`src/rtl/uart_tx_dump.sv`:
```
// Dump transmitter: streams DUMP_LEN bytes of the channel configuration RAM as 8N1 frames,
// followed by one XOR checksum frame of those bytes.
module uart_tx_dump #(
    parameter int CLKS_PER_BIT = 434,
    parameter int DUMP_LEN     = 40,
    parameter bit MSB_FIRST    = 1'b1
) (
    input  logic       clk_Tx,
    input  logic       rst,
    input  logic       dump_start,
    output logic [7:0] rd_addr,
    input  logic [7:0] rd_data,
    output logic       Tx,
    output logic       busy,
    output logic       done
);

    // state       | meaning
    // S_IDLE      | line idle, waiting for dump_start
    // S_FETCH     | address presented, waiting out RAM latency
    // S_LOAD      | capture rd_data into shifter, fold into checksum
    // S_START     | start bit
    // S_DATA      | eight data bits
    // S_STOP      | stop bit, then pick next byte / checksum / finish
    // S_CSUM_LOAD | two cycles, load checksum into shifter
    // S_FINISH    | pulse done, release busy
    typedef enum logic [2:0] {
        S_IDLE, S_FETCH, S_LOAD, S_START, S_DATA, S_STOP, S_CSUM_LOAD, S_FINISH
    } state_t;

    localparam logic [15:0] BAUD_LAST = 16'(CLKS_PER_BIT - 1);
    localparam logic [7:0]  LAST_ADDR = 8'(DUMP_LEN - 1);

    state_t      state_q, state_d;
    logic [15:0] baud_q, baud_d;
    logic [2:0]  bit_q, bit_d;
    logic [7:0]  shift_q, shift_d;
    logic [7:0]  csum_q, csum_d;
    logic [7:0]  addr_q, addr_d;
    logic        csum_phase_q, csum_phase_d;
    logic        tx_q, tx_d;
    logic        busy_q, busy_d;
    logic        done_q, done_d;
    logic        baud_last;

    assign baud_last = (baud_q == BAUD_LAST);

    always_ff @(posedge clk_Tx) begin
        if (rst) begin
            state_q      <= S_IDLE;
            baud_q       <= 16'd0;
            bit_q        <= 3'd0;
            shift_q      <= 8'h00;
            csum_q       <= 8'h00;
            addr_q       <= 8'h00;
            csum_phase_q <= 1'b0;
            tx_q         <= 1'b1;
            busy_q       <= 1'b0;
            done_q       <= 1'b0;
        end else begin
            state_q      <= state_d;
            baud_q       <= baud_d;
            bit_q        <= bit_d;
            shift_q      <= shift_d;
            csum_q       <= csum_d;
            addr_q       <= addr_d;
            csum_phase_q <= csum_phase_d;
            tx_q         <= tx_d;
            busy_q       <= busy_d;
            done_q       <= done_d;
        end
    end

    // Line level is registered from the current state, so Tx trails the state by one cycle.
    always_comb begin
        state_d      = state_q;
        baud_d       = baud_q;
        bit_d        = bit_q;
        shift_d      = shift_q;
        csum_d       = csum_q;
        addr_d       = addr_q;
        csum_phase_d = csum_phase_q;
        busy_d       = busy_q;
        tx_d         = 1'b1;
        done_d       = 1'b0;

        case (state_q)
            S_IDLE: begin
                if (dump_start) begin
                    busy_d       = 1'b1;
                    addr_d       = 8'h00;
                    csum_d       = 8'h00;
                    csum_phase_d = 1'b0;
                    state_d      = S_FETCH;
                end
            end
            S_FETCH: begin
                state_d = S_LOAD;
            end
            S_LOAD: begin
                shift_d = rd_data;
                csum_d  = csum_q ^ rd_data;
                baud_d  = 16'd0;
                state_d = S_START;
            end
            S_START: begin
                tx_d = 1'b0;
                if (baud_last) begin
                    baud_d  = 16'd0;
                    bit_d   = 3'd0;
                    state_d = S_DATA;
                end else begin
                    baud_d = baud_q + 16'd1;
                end
            end
            S_DATA: begin
                tx_d = MSB_FIRST ? shift_q[7] : shift_q[0];
                if (baud_last) begin
                    baud_d  = 16'd0;
                    shift_d = MSB_FIRST ? {shift_q[6:0], 1'b0} : {1'b0, shift_q[7:1]};
                    bit_d   = bit_q + 3'd1;
                    if (bit_q == 3'd7) begin
                        state_d = S_STOP;
                    end
                end else begin
                    baud_d = baud_q + 16'd1;
                end
            end
            S_STOP: begin
                if (baud_last) begin
                    baud_d = 16'd0;
                    if (csum_phase_q) begin
                        state_d = S_FINISH;
                    end else if (addr_q == LAST_ADDR) begin
                        csum_phase_d = 1'b1;
                        state_d      = S_CSUM_LOAD;
                    end else begin
                        addr_d  = addr_q + 8'd1;
                        state_d = S_FETCH;
                    end
                end else begin
                    baud_d = baud_q + 16'd1;
                end
            end
            S_CSUM_LOAD: begin
                // Baud counter enters at 0 and reuses it to stretch this state to two cycles.
                if (baud_q == 16'd1) begin
                    shift_d = csum_q;
                    baud_d  = 16'd0;
                    state_d = S_START;
                end else begin
                    baud_d = baud_q + 16'd1;
                end
            end
            S_FINISH: begin
                done_d  = 1'b1;
                busy_d  = 1'b0;
                addr_d  = 8'h00;
                state_d = S_IDLE;
            end
            default: begin
                state_d = S_IDLE;
            end
        endcase
    end

    assign rd_addr = addr_q;
    assign Tx      = tx_q;
    assign busy    = busy_q;
    assign done    = done_q;

endmodule

```
`config.mk`:
```
export PLATFORM = sky130hd
export DESIGN_NAME = uart_tx_dump
export DESIGN_NICKNAME = d
export VERILOG_FILES = /design/src/rtl/uart_tx_dump.sv
export SDC_FILE = /design/constraint.sdc
export NUM_CORES = 1
export LEC_CHECK = 0
export CAP_MARGIN = 20
export CELL_PAD_IN_SITES_DETAIL_PLACEMENT = 0
export CELL_PAD_IN_SITES_GLOBAL_PLACEMENT = 1
export CORE_MARGIN = 3
export CORE_UTILIZATION = 40
export CTS_CLUSTER_SIZE = 25
export DETAILED_ROUTE_END_ITERATION = 10
export GPL_ROUTABILITY_DRIVEN = 0
export PLACE_DENSITY = 0.74
export REMOVE_ABC_BUFFERS = 1
export SLEW_MARGIN = 20
export SYNTH_ARGS = -nofsm -noshare
export SYNTH_HDL_FRONTEND = slang
export SYNTH_SLANG_ARGS = --single-unit
```
`constraint.sdc`:
```
create_clock -name clk_Tx -period 3.4 [get_ports clk_Tx]
set_input_delay 0.68 -clock clk_Tx [delete_from_list [all_inputs] [get_ports clk_Tx]]
set_output_delay 0.68 -clock clk_Tx [all_outputs]
set_load 0.05 [all_outputs]
```
* Yosys cells after proc, flatten, opt, wreduce, memory -nomap -nowiden
Index checks and enable logic that the tools add are counted.
Operators by class: $add $sub $neg 3, eq/ne operators 19, muxes and demuxes 33, bitwise logic cells 1, reductions and logical operators 16
Operators by type and width (count):
- $mux 8 | 6
- $pmux 16 s3 | 1
- $pmux 8 s3 | 2
- $mux 16 | 2
- $mux 3 | 10
- $pmux 3 s8 | 1
- $add 16x1->16 const B | 1
- $eq 16x1->1 const B | 1
- $eq 16x9->1 const B | 1
- $ne 2x2->1 const B | 8
- $pmux 8 s2 | 1
- $eq 3x3->1 const B | 5
- $reduce_and 3->1 | 3
- $reduce_bool 3->1 | 3
- $add 8x1->8 const B | 1
- $eq 8x6->1 const B | 1
- $reduce_bool 2->1 | 4
- $xor 8x8->8 | 1
- $eq 3x2->1 const B | 2
- $mux 1 | 6
- $pmux 1 s2 | 3
- $pmux 3 s2 | 1
- $reduce_and 6->1 | 1
- $reduce_and 5->1 | 1
- other kinds (5) | 6
Storage, ports and cells: register bits after elaboration 50, input port bits 11, output and inout port bits 11

* Depth between registers and ports, before layout
depth after elaboration 5, gate-level depth with buffers 10, mapped depth without buffers 7

* Worst setup path before layout
No wires, ideal clock.
path type flip-flop to flip-flop, from reg baud_q[0], to reg baud_q[11], library setup time 117 ps, arrival time 2353 ps, data required time 3283 ps, setup slack 930 ps, cell stages (with the launch flop) 9, path buffers 3, period minus slack after synthesis 2470 ps, cell sequence dfxtp_1 -> ha_1 -> or4b_4 -> or4_1 -> buf_2 -> a32o_1 -> buf_6 -> buf_6 -> a22o_1
Between the ends: word-level cells in the longest chain between the ends 3, elaborated cells between the ends (all ways) 6, those cells by class add/sub: 1; eq/ne: 2; mux: 3
RTL lines:
- start: declaration | line 35 | logic [15:0] baud_q, baud_d;
- start signal: assignment | line 62 | baud_q <= baud_d;
- $add 16x1->16 (tied with other cells)
- $mux 16 (on tied branches)
- $pmux 16 s3 * | line 87 | case (state_q)
Mark *: on every way between the ends. The rest lies on a longest branch, timed or not. A chain may end at the register's enable or synchronous reset.

* Worst setup path in the final report
Same ends and word-level chain as after synthesis.

==> results by group <==
Outcome
  • Status: completed

Global routing
  • Largest net degree at the start of global routing: 23
  • First-pass GRT wire length: 10440 um
  • Gr usage total: 0.1713
  • Initial antenna violation count: 0
  • Vias in the first global route: 2144
  • GRT overflow: 0

Pwr
  • Reg power frac: 0.414
  • LEAKAGE: 1.013 nW
  • Int Power: 1.057 mW
  • Sw frac: 0.4108
  • Peak supply drop: 0.5296 mV
  • Combinational Power Share: 0.393
  • P per Cell Area: 605.0 nW/um^2
  • Switching pwr: 0.7367 mW
  • Clock power frac: 0.193

Clocking
  • Post-cts gate resize count: 0
  • Number of setup buffers added after CTS: 0
  • CTS Hold Bufs: 0
  • CTS root buf: clkbuf_8
  • Total CTS buffers: 5
  • Clock buffer depth: 2
  • Clock Pin Slew Worst Setup and Hold Paths: 0.08 ns
  • Htree depth: 2
  • Worst skew pair latency: 0.31 ns
  • Clock Sinks: 50
  • CTS tree: built

Logic synthesis
  • Sequential share of the synthesized area: 0.3828
  • Synth Cell Area: 2615 sq um
  • Syn Inst Count: 328
  • Post-synth EDFFs: 0
  • Syn Area/Cell: 7.973 sq um
  • Syn. warnings: 0
  • Synth Flop Type: dfxtp_1
  • Ys async rst share: 0
  • Synth cell types: 45
  • Register bit total from synthesis: 50

Routing
  • Iter 0 DRT Violations: 136
  • ANT nets after route: 0
  • DRC: 0
  • Vias: 2386
  • Per-cell routed wire length: 14.49 um
  • Final wirelength: 6055 um
  • DR vias/cell: 5.708
  • 1st-pass router iterations: 4

STA
  • Period utilization: 0.8143
  • Final hold violations: 0
  • Final setup fails: 0
  • Final min period: 2.769 ns
  • Rel. slew slack: 0.5631
  • Final Max Tran Viols: 0
  • Max frequency: 361.2 MHz
  • Skew final: 0.006521 ns
  • RSZ-0062 raised after global routing: false
  • Setup TNS: 0 ns
  • Least-Margin Pin Slew: 0.6553 ns

Finish
  • Fin area: 2964 sq um
  • Register area: 1001 sq um
  • Final net count: 360
  • Layout area overhead: 13.35%
  • Share of cells above drive strength 1: 0.04956
  • Multi-input logic area: 1494 sq um
  • # fillers: 612
  • Number of diodes: 0

Floorplan
  • Die Ht: 86.86 um
  • IO Pins: 22
  • Row count: 28
  • Die area: 7544 sq um
  • Die width: 86.86 um
  • Initial Utilization: 0.4265
  • Core area: 6131 sq um

Setup path
  • Worst-path cell chain: ha_1, or4b_4, or4_1, a32o_1, a21o_1, a22o_1
  • R2R depth: 6
  • Worst Path Arrival: 2.97 ns
  • Worst setup endpoint: baud_q[11]$_SDFFE_PP0P_
  • Slowest stage delay, CP: 0.67 ns
  • CP bufs+invs: 0
  • Worst setup path start: baud_q[0]$_SDFFE_PP0P_
  • R2R Path End: baud_q[11]$_SDFFE_PP0P_
  • Crit-path max FO: 19
  • Cell family with most CP delay: simple AND/OR/NAND/NOR gates
  • CP max-delay cell: or4_1
  • Setup crit end kind: flop
  • Worst r2r src: baud_q[0]$_SDFFE_PP0P_
  • Setup slack, reg-to-reg: 0.63 ns
  • Startpoint type of the worst setup path: flop
  • Crit path kind: flop to flop
  • Req. time, crit path: 3.60 ns
  • Total stage count of the critical path: 6

Place
  • HPWL after DPL: 4167 um
  • Placed cell area: 2878 sq um
  • # port buffers: 21

Min path
  • Min-Delay Path Class: flop to flop

Flow run
  • Max Cap Violations: 0
## worst register-to-register path: stages (launching register included)
cell     delay [ns]
dfxtp_1        0.42
ha_1           0.16
or4b_4         0.48
or4_1          0.67
a32o_1         0.53
a21o_1         0.25
a22o_1         0.17
## through the flow
step | utilization | hold slack (ns) | power [mW] | cells | setup WS (ns)
after floorplan | - | 0.4391 | 1.230 | 310 | 0.8509
after global placement | 0.4694 | 0.4554 | 1.448 | 412 | 0.6614
after detailed placement | 0.4694 | 0.4623 | 1.452 | 412 | 0.6271
after CTS | 0.4829 | 0.4810 | 1.798 | 418 | 0.6478
after global routing | 0.4835 | 0.5080 | 1.935 | 418 | 0.5009
final | 0.4835 | 0.4804 | 1.793 | 418 | 0.6314
## final cells by class
class	count	share of cell area
flip-flops and latches	50	0.3377
multi-input cells	250	0.5040
inverters	10	0.01266
well taps	75	0.03166
clock buffers	6	0.02786
repair buffers	27	0.08611
## cells by family after synthesis
group / after synthesis / synth area share
and+or+nand+nor: 132 / 0.2555
AOI/OAI and AO/OA: 94 / 0.2220
DFF: 50 / 0.3828
buffers and inverters: 28 / 0.04736
muxes: 10 / 0.03828
xor gates and xnor gates: 9 / 0.03015
adders and majority gates: 5 / 0.02392
## how the worst min path moves through the flow
stage                             from                       to  slack [ns]  cells after the start
6_report       baud_q[15]$_SDFFE_PP0P_  baud_q[15]$_SDFFE_PP0P_        0.48                      1
5_1_grt        baud_q[15]$_SDFFE_PP0P_  baud_q[15]$_SDFFE_PP0P_        0.51                      1
4_1_cts        baud_q[15]$_SDFFE_PP0P_  baud_q[15]$_SDFFE_PP0P_        0.48                      1
3_5_place_dp   baud_q[15]$_SDFFE_PP0P_  baud_q[15]$_SDFFE_PP0P_        0.46                      1
3_3_place_gp   baud_q[15]$_SDFFE_PP0P_  baud_q[15]$_SDFFE_PP0P_        0.46                      1
2_1_floorplan  baud_q[15]$_SDFFE_PP0P_  baud_q[15]$_SDFFE_PP0P_        0.44                      1
## registers in the layout, summed over array words and instances (netlist names), 3 cells and up
register / flops
rd_addr: 8
shift_q: 8
csum_q: 8
baud_q: 16
bit_q: 3
state_q: 3
## layer usage
layer | global-route usage | vias to the layer above | share of wire
met2 | 0.2478 | 55 | 0.43
li1 | - | 1234 | -
met3 | 0.02933 | 5 | 0.048
met1 | 0.2563 | 1092 | 0.51
met4 | 0.05524 | 0 | 0.011
met5 | 0 | - | 0
## cell usage after synthesis, types with 3 or more instances
master     n  area share
a211oi_1   3      0.0086
a21oi_1   25       0.048
a22o_1     3       0.010
a31oi_1   14       0.033
and3_1     3      0.0072
buf_2      3      0.0057
clkbuf_1  12       0.017
dfxtp_1   50        0.38
ha_1       5       0.024
inv_1      9       0.013
mux2i_1   10       0.038
nand2_1   40       0.057
nand2b_1   5       0.012
nand3_1   21       0.040
nand4_1    5       0.012
nor2_1    23       0.033
nor3_1     7       0.013
nor4_1     3      0.0072
o211ai_1   6       0.017
o21ai_0   12       0.023
o21ai_1   14       0.027
o41ai_1    6       0.020
or3_1     10       0.024
or4_1      4       0.011
xor2_1     9       0.030
## cells in the final DEF, fill, tap and decap left out, types with 2 or more instances in the layout
cell type / n
mux2i_1: 10
or3b_1: 2
clkbuf_8: 6
dfxtp_1: 50
a22o_1: 3
o21ai_1: 14
and2_1: 2
or4_1: 4
inv_1: 9
nor4_1: 3
clkdlybuf4s50_1: 21
or3_1: 10
xor2_1: 9
nand2_1: 40
ha_1: 5
o21ai_0: 12
a211oi_1: 3
nor3_1: 7
o41ai_1: 6
nand3b_1: 2
nand2b_1: 5
o31ai_1: 2
a21oi_1: 24
buf_4: 6
nor2_1: 23
and3_1: 3
a31oi_1: 14
nand3_1: 21
a21o_1: 2
nand4_1: 5
o211ai_1: 6
## power groups by stage
stage	combinational [mW]	clock (mW)	sequential, mW
finish	0.705	0.346	0.742
global route	0.791	0.389	0.755
detailed placement	0.698	0	0.753
global placement	0.692	0	0.755
CTS	0.702	0.357	0.740
floorplan	0.445	0	0.785
Power figures use the tool's default switching activity.
